<file path="src/rtl/obi_addr_demux.sv">
// obi_addr_demux -- one OBI manager port routed to NumRules subordinate ports.
//
// The routing table is a runtime input of {last, base} pairs. Rule k matches
// base_k <= addr < last_k (unsigned, last exclusive), and the lowest matching
// index wins. Requests that match no rule are answered by an internal error
// responder (index NumRules). Responses come back in order because a request
// to a different target is held off until every outstanding transaction to
// the current target has been answered.
//
// Handshake: a request is accepted in the cycle where req_i && gnt_o. gnt_o is
// a combinational pass-through of the selected subordinate's grant. The
// manager keeps req_i and its payload stable until it sees gnt_o. Each
// rvalid_o pulse retires exactly one accepted request.
//
// Build option: DEMUX_DEFAULT_PORT_EN sends unmapped addresses to subordinate
// DefaultIdx as if they matched that rule. This removes the error responder,
// and decode_err_o is tied to 0.
//
// Ports:
//   clk_i, rst_i          clock, synchronous active-high reset
//   rules_i               rule k = {last, base} at [k*2*AddrWidth +: 2*AddrWidth]
//   req_i/gnt_o           manager request / grant
//   addr_i/we_i/be_i/wdata_i  manager request payload
//   rvalid_o/rdata_o/err_o    manager response
//   sbr_req_o/sbr_gnt_i   per-subordinate request / grant
//   sbr_addr_o/sbr_we_o/sbr_be_o/sbr_wdata_o  payload broadcast to all subordinates
//   sbr_rvalid_i/sbr_rdata_i/sbr_err_i        per-subordinate response
//   decode_err_o          sticky: an unmapped access was accepted since reset
module obi_addr_demux #(
  parameter int unsigned NumRules   = 6,
  parameter int unsigned AddrWidth  = 32,
  parameter int unsigned DataWidth  = 32,
  parameter int unsigned MaxTrans   = 4,
  parameter int unsigned DefaultIdx = 0
) (
  input  logic                            clk_i,
  input  logic                            rst_i,
  input  logic [NumRules*2*AddrWidth-1:0] rules_i,
  input  logic                            req_i,
  output logic                            gnt_o,
  input  logic [AddrWidth-1:0]            addr_i,
  input  logic                            we_i,
  input  logic [DataWidth/8-1:0]          be_i,
  input  logic [DataWidth-1:0]            wdata_i,
  output logic                            rvalid_o,
  output logic [DataWidth-1:0]            rdata_o,
  output logic                            err_o,
  output logic [NumRules-1:0]             sbr_req_o,
  input  logic [NumRules-1:0]             sbr_gnt_i,
  output logic [AddrWidth-1:0]            sbr_addr_o,
  output logic                            sbr_we_o,
  output logic [DataWidth/8-1:0]          sbr_be_o,
  output logic [DataWidth-1:0]            sbr_wdata_o,
  input  logic [NumRules-1:0]             sbr_rvalid_i,
  input  logic [NumRules*DataWidth-1:0]   sbr_rdata_i,
  input  logic [NumRules-1:0]             sbr_err_i,
  output logic                            decode_err_o
);

  localparam int unsigned CntW = $clog2(MaxTrans + 1);
  localparam int unsigned TgtW = $clog2(NumRules + 1);
  localparam logic [TgtW-1:0] ErrIdx = TgtW'(NumRules);
  localparam logic [CntW-1:0] CntMax = CntW'(MaxTrans);

  if (NumRules < 1 || NumRules > 16 || MaxTrans < 1 || MaxTrans > 15 ||
      DataWidth % 8 != 0 || DefaultIdx >= NumRules) begin : g_param_check
    $error("obi_addr_demux: parameter out of range");
  end

  // State
  logic [CntW-1:0] cnt_q, cnt_d;
  logic [TgtW-1:0] tgt_q, tgt_d;

  // Rule table unpacked into base/last arrays
  logic [AddrWidth-1:0] rule_base [NumRules];
  logic [AddrWidth-1:0] rule_last [NumRules];

  for (genvar k = 0; k < NumRules; k++) begin : g_rules
    assign rule_base[k] = rules_i[k*2*AddrWidth +: AddrWidth];
    assign rule_last[k] = rules_i[k*2*AddrWidth + AddrWidth +: AddrWidth];
  end

  // Address decode: lowest matching rule wins; no match selects ErrIdx.
  logic [TgtW-1:0] sel;
  logic            found;

  always_comb begin
    sel   = ErrIdx;
    found = 1'b0;
    for (int unsigned k = 0; k < NumRules; k++) begin
      if (!found && (rule_base[k] < rule_last[k]) &&
          (addr_i >= rule_base[k]) && (addr_i < rule_last[k])) begin
        sel   = TgtW'(k);
        found = 1'b1;
      end
    end
`ifdef DEMUX_DEFAULT_PORT_EN
    if (!found) begin
      sel = TgtW'(DefaultIdx);
    end
`endif
  end

  // A new request may only go out when nothing is in flight or it targets
  // the same port as the in-flight ones; this keeps responses in order.
  logic issue_ok;
  assign issue_ok = !rst_i && req_i && ((cnt_q == '0) || (sel == tgt_q)) &&
                    (cnt_q < CntMax);

  always_comb begin
    sbr_req_o = '0;
    gnt_o     = 1'b0;
    if (issue_ok) begin
`ifndef DEMUX_DEFAULT_PORT_EN
      if (sel == ErrIdx) begin
        gnt_o = 1'b1;
      end
`endif
      for (int unsigned k = 0; k < NumRules; k++) begin
        if (sel == TgtW'(k)) begin
          sbr_req_o[k] = 1'b1;
          gnt_o        = sbr_gnt_i[k];
        end
      end
    end
  end

  assign sbr_addr_o  = addr_i;
  assign sbr_we_o    = we_i;
  assign sbr_be_o    = be_i;
  assign sbr_wdata_o = wdata_i;

  logic accept;
  assign accept = req_i && gnt_o;

  // Response mux from the current target only. Responses with nothing in
  // flight are dropped so the counter cannot underflow.
  logic                 rsp_raw;
  logic                 rsp_err;
  logic [DataWidth-1:0] rsp_data;
  logic                 rsp_fire;

`ifndef DEMUX_DEFAULT_PORT_EN
  logic err_pend_q, err_pend_d;
  logic decode_err_q, decode_err_d;
`endif

  always_comb begin
    rsp_raw  = 1'b0;
    rsp_err  = 1'b0;
    rsp_data = '0;
`ifndef DEMUX_DEFAULT_PORT_EN
    // Error responder answers reads and writes alike with zero data.
    if (tgt_q == ErrIdx) begin
      rsp_raw = err_pend_q;
      rsp_err = 1'b1;
    end
`endif
    for (int unsigned k = 0; k < NumRules; k++) begin
      if (tgt_q == TgtW'(k)) begin
        rsp_raw  = sbr_rvalid_i[k];
        rsp_err  = sbr_err_i[k];
        rsp_data = sbr_rdata_i[k*DataWidth +: DataWidth];
      end
    end
  end

  assign rsp_fire = !rst_i && rsp_raw && (cnt_q != '0);
  assign rvalid_o = rsp_fire;
  assign rdata_o  = rsp_fire ? rsp_data : '0;
  assign err_o    = rsp_fire && rsp_err;

  // Next-state logic
  always_comb begin
    tgt_d = accept ? sel : tgt_q;
    cnt_d = cnt_q;
    case ({accept, rsp_fire})
      2'b10:   cnt_d = cnt_q + CntW'(1);
      2'b01:   cnt_d = cnt_q - CntW'(1);
      default: cnt_d = cnt_q;
    endcase
  end

`ifndef DEMUX_DEFAULT_PORT_EN
  // One accepted error request produces exactly one response next cycle.
  always_comb begin
    err_pend_d   = accept && (sel == ErrIdx);
    decode_err_d = decode_err_q || (accept && (sel == ErrIdx));
  end

  always_ff @(posedge clk_i) begin
    if (rst_i) begin
      err_pend_q   <= 1'b0;
      decode_err_q <= 1'b0;
    end else begin
      err_pend_q   <= err_pend_d;
      decode_err_q <= decode_err_d;
    end
  end

  assign decode_err_o = decode_err_q;
`else
  assign decode_err_o = 1'b0;
`endif

  always_ff @(posedge clk_i) begin
    if (rst_i) begin
      cnt_q <= '0;
      tgt_q <= '0;
    end else begin
      cnt_q <= cnt_d;
      tgt_q <= tgt_d;
    end
  end

endmodule

</file>
<file path="config.mk">
export PLATFORM = sky130hd
export DESIGN_NAME = obi_addr_demux
export DESIGN_NICKNAME = d
export VERILOG_FILES = /design/src/rtl/obi_addr_demux.sv
export SDC_FILE = /design/constraint.sdc
export NUM_CORES = 1
export LEC_CHECK = 0
export BUFFER_PORTS_ARGS = -buffer_cell sky130_fd_sc_hd__buf_2
export CAP_MARGIN = 20
export CORE_AREA = 2 2 304 306
export DETAILED_ROUTE_END_ITERATION = 8
export DIE_AREA = 0 0 306 308
export GPL_TIMING_DRIVEN = 0
export HOLD_SLACK_MARGIN = 0.06
export SLEW_MARGIN = 25
export SYNTH_ARGS = -nofsm -noshare
export SYNTH_HDL_FRONTEND = slang
export SYNTH_SLANG_ARGS = --single-unit
</file>
<file path="constraint.sdc">
create_clock -name clk_i -period 4.6 [get_ports clk_i]
set_clock_uncertainty 0.1 [all_clocks]
set_input_delay 0.23 -clock clk_i [delete_from_list [all_inputs] [get_ports clk_i]]
set_output_delay 0.23 -clock clk_i [all_outputs]
set_load 0.05 [all_outputs]
</file>
==> metrics.csv <==
metric;value;unit
tightest_slew;0.984;ns
ys_ff_latch;8;
initialDrtViolationCount;1265;
placed_area;21500;sq um
setup_viol;0;
synthTopCellsByArea;ha_1 (44%), inv_1 (9.1%), a21oi_1 (5.6%);
nets;4121;
ir_worst_vdd;0.136;mV
cts-root-buf;clkbuf_16;
cts_hold_buf;0;
clk_transition_reported_paths;0.04;ns
worst_r2r_endpoint;cnt_q[2];
mostFrequentLayoutCell;buf_2;
dieArea;94200;sq um
finalWorstSetupSlack;0.175;ns
post-route-util;24.4;%
dp_hpwl;80.2;mm
grt_first_pass_wirelength;123;mm
max_freq;226;MHz
hold_path.class;input pin to register;
crit_path_max_fanout;13;
synth_area_leader_cell;ha_1;
crit_cells;18;
clk_latency;0.24;ns
path_class;input pin to register;
p_leak;0.0124;uW
die_y;308;microns
io_buffers;738;
grtUsageTotal;17.7;%
ctsLongestPathBuffers;2;
synth_cell_types;81;
slowest_stage;or4_1;
syn_avg_cell_area;7.64;sq um
synth_area;16200;sq um
final_antenna_net_count;0;
detail_route.vias_per_cell;4.65;
endpoint_kind;register;
antenna_found_initial;55;
grt_pass1_vias;18339;
io_pins;777;
area_growth;36.6;%
finalCritPeriodShare;96.2;%
synthCells;2128;
first_pass_iters;5;
avgRoutedWirePerCell;21.7;microns
startpoint_type;input pin;
place.gp.congestion;1.00;
crit_family;compound AO/OA/AOI/OAI gates;
synth_top_area_share;43.5;%
cts_tree;yes;
initial_core_util;17.9;%
drive_above_1_share;32.7;%
most-common-layout-cells;buf_2 (709), ha_1 (564), inv_1 (394), a21oi_1 (181), nand2_1 (109);
outcome;finished clean;
via_count;19099;
async_flop_share;0;%
critPathBufInv;2;
r2r-start;tgt_q[0];
synth_seq_area_share;0.986;%
period_needed;4.42;ns
max_cap_viol_count;0;
numCtsBuffers;3;
hold_viol;0;
finalInstanceArea;22200;sq um
overflow;0;
dp_slack;-1.23;ns
grt_max_degree;14;
cp.required;4.66;ns
n_fill_cell;10065;
die_w;306;microns
r2r_slack;1.08;ns
synth_edf_count;0;
ys.flop_type;dfxtp_1;
min_from;rst_i;
synth_warnings;0;
hold_depth;2;
rows;111;
worstPathArrival;4.49;ns
fin_setup_tns;0;ns
cts_num_sinks;8;
wirelength;88.9;mm
htree_num_levels;1;
power_density;134;nW/um^2
drc;0;
holdWs;0.314;ns
whs_endpoint;cnt_q[0];
syn_nets;3360;
slew_viol_final;0;
path_cells;buf_4 > ha_1 > and3_1 > a221oi_1 > o21a_1 > o22ai_1 > or4_1 > a211oi_2 > o211ai_1 > a31oi_2 > a2111oi_4 > o221ai_4 > ha_4 > inv_1 > fa_2 > xor2_1 > or3_1 > a21oi_1;
critPathMaxStageDelay;0.59;ns
slew_headroom;34.4;%
core;91000;sq um
r2r.worst_path.cells;11;
==> Yosys cell counts, types with 7 or more instances <==
cell type  instances
a41oi_1            7
o21ai_1            8
buf_4             69
nor3_1            27
nor2b_1           14
nor4_1            20
inv_1            395
clkbuf_1          20
a211oi_1          32
dfxtp_1            8
mux4_2            28
o211ai_1          16
a22oi_1           32
o21ai_0          102
nand2b_1          23
nand2_1          111
a21oi_1          182
ha_1             565
nand4_1           75
mux2i_1            9
a21o_1            65
nor2_1            94
a31oi_1           13
o21a_1             7
and3_1            10
a211o_1           13
mux2_2            28
nand3_1           43
==> power breakdown <==
| group | switching [uW] | total (uW) | internal [uW] |
|---|---|---|---|
| registers | 8.43 | 92.2 | 83.7 |
| clock network | 38.0 | 150 | 112 |
| logic | 1650 | 2720 | 1070 |
==> flip-flops by register name, summed over array words and instances (netlist names) <==
| register | flops |
|---|---|
| cnt_q | 3 |
| decode_err_o | 1 |
| err_pend_q | 1 |
| tgt_q | 3 |
==> through the flow <==
step,total power [uW],std cells
2_1_floorplan,1710,2128
5_1_grt,3250,4085
4_1_cts,2890,4068
6_report,2970,4104
3_3_place_gp,2650,4052
3_5_place_dp,2690,4058
==> timing repair <==
action	in CTS	in global routing
pin swaps	7	20
endpoints found under the setup margin	12	10
cloned	0	0
setup buffers	7	5
resized for setup	40	69
==> area by class of cell <==
type / instances / area, sq um / share of cell area, %
flip-flops and latches: 8 / 160 / 0.722
well taps: 1186 / 1480 / 6.69
repair buffers: 756 / 3980 / 17.9
multi-input cells: 1628 / 14300 / 64.4
diodes: 31 / 77.6 / 0.349
inverters: 397 / 1490 / 6.73
plain buffers: 95 / 633 / 2.85
clock buffers: 3 / 75.1 / 0.338
==> kinds of logic (layout without fill, tap and decap cells) <==
family	after synthesis	after routing	share of synthesized area, %
simple gates	443	443	13.7
xor+xnor	2	2	0.108
compound gates	551	551	22.1
fa+ha+maj	566	566	43.6
mux	66	66	6.47
buf+inv	492	1251	13.0
flops	8	8	0.986
other cells	0	31	0
==> layer usage <==
layer  vias up  global-route usage, %  routed length [microns]
met4        22                   3.63                     2100
met3       153                   5.37                     8830
met1      8796                   25.2                    41700
met5         -                      0                      135
li1       9307                      -                        -
met2       821                   26.1                    36100
==> how the worst max path moves through the flow <==
stage	slack [ns]	end	from
CTS	0.0007	cnt_q[2]	addr_i[31]
detailed placement	-1.23	cnt_q[2]	addr_i[31]
global route	-0.02	sbr_req_o[2]	rules_i[382]
finish	0.18	cnt_q[2]	addr_i[21]
global placement	-2.21	cnt_q[2]	rules_i[379]
floorplan	0.36	sbr_req_o[2]	rules_i[231]
Power figures use the tool's default switching activity.
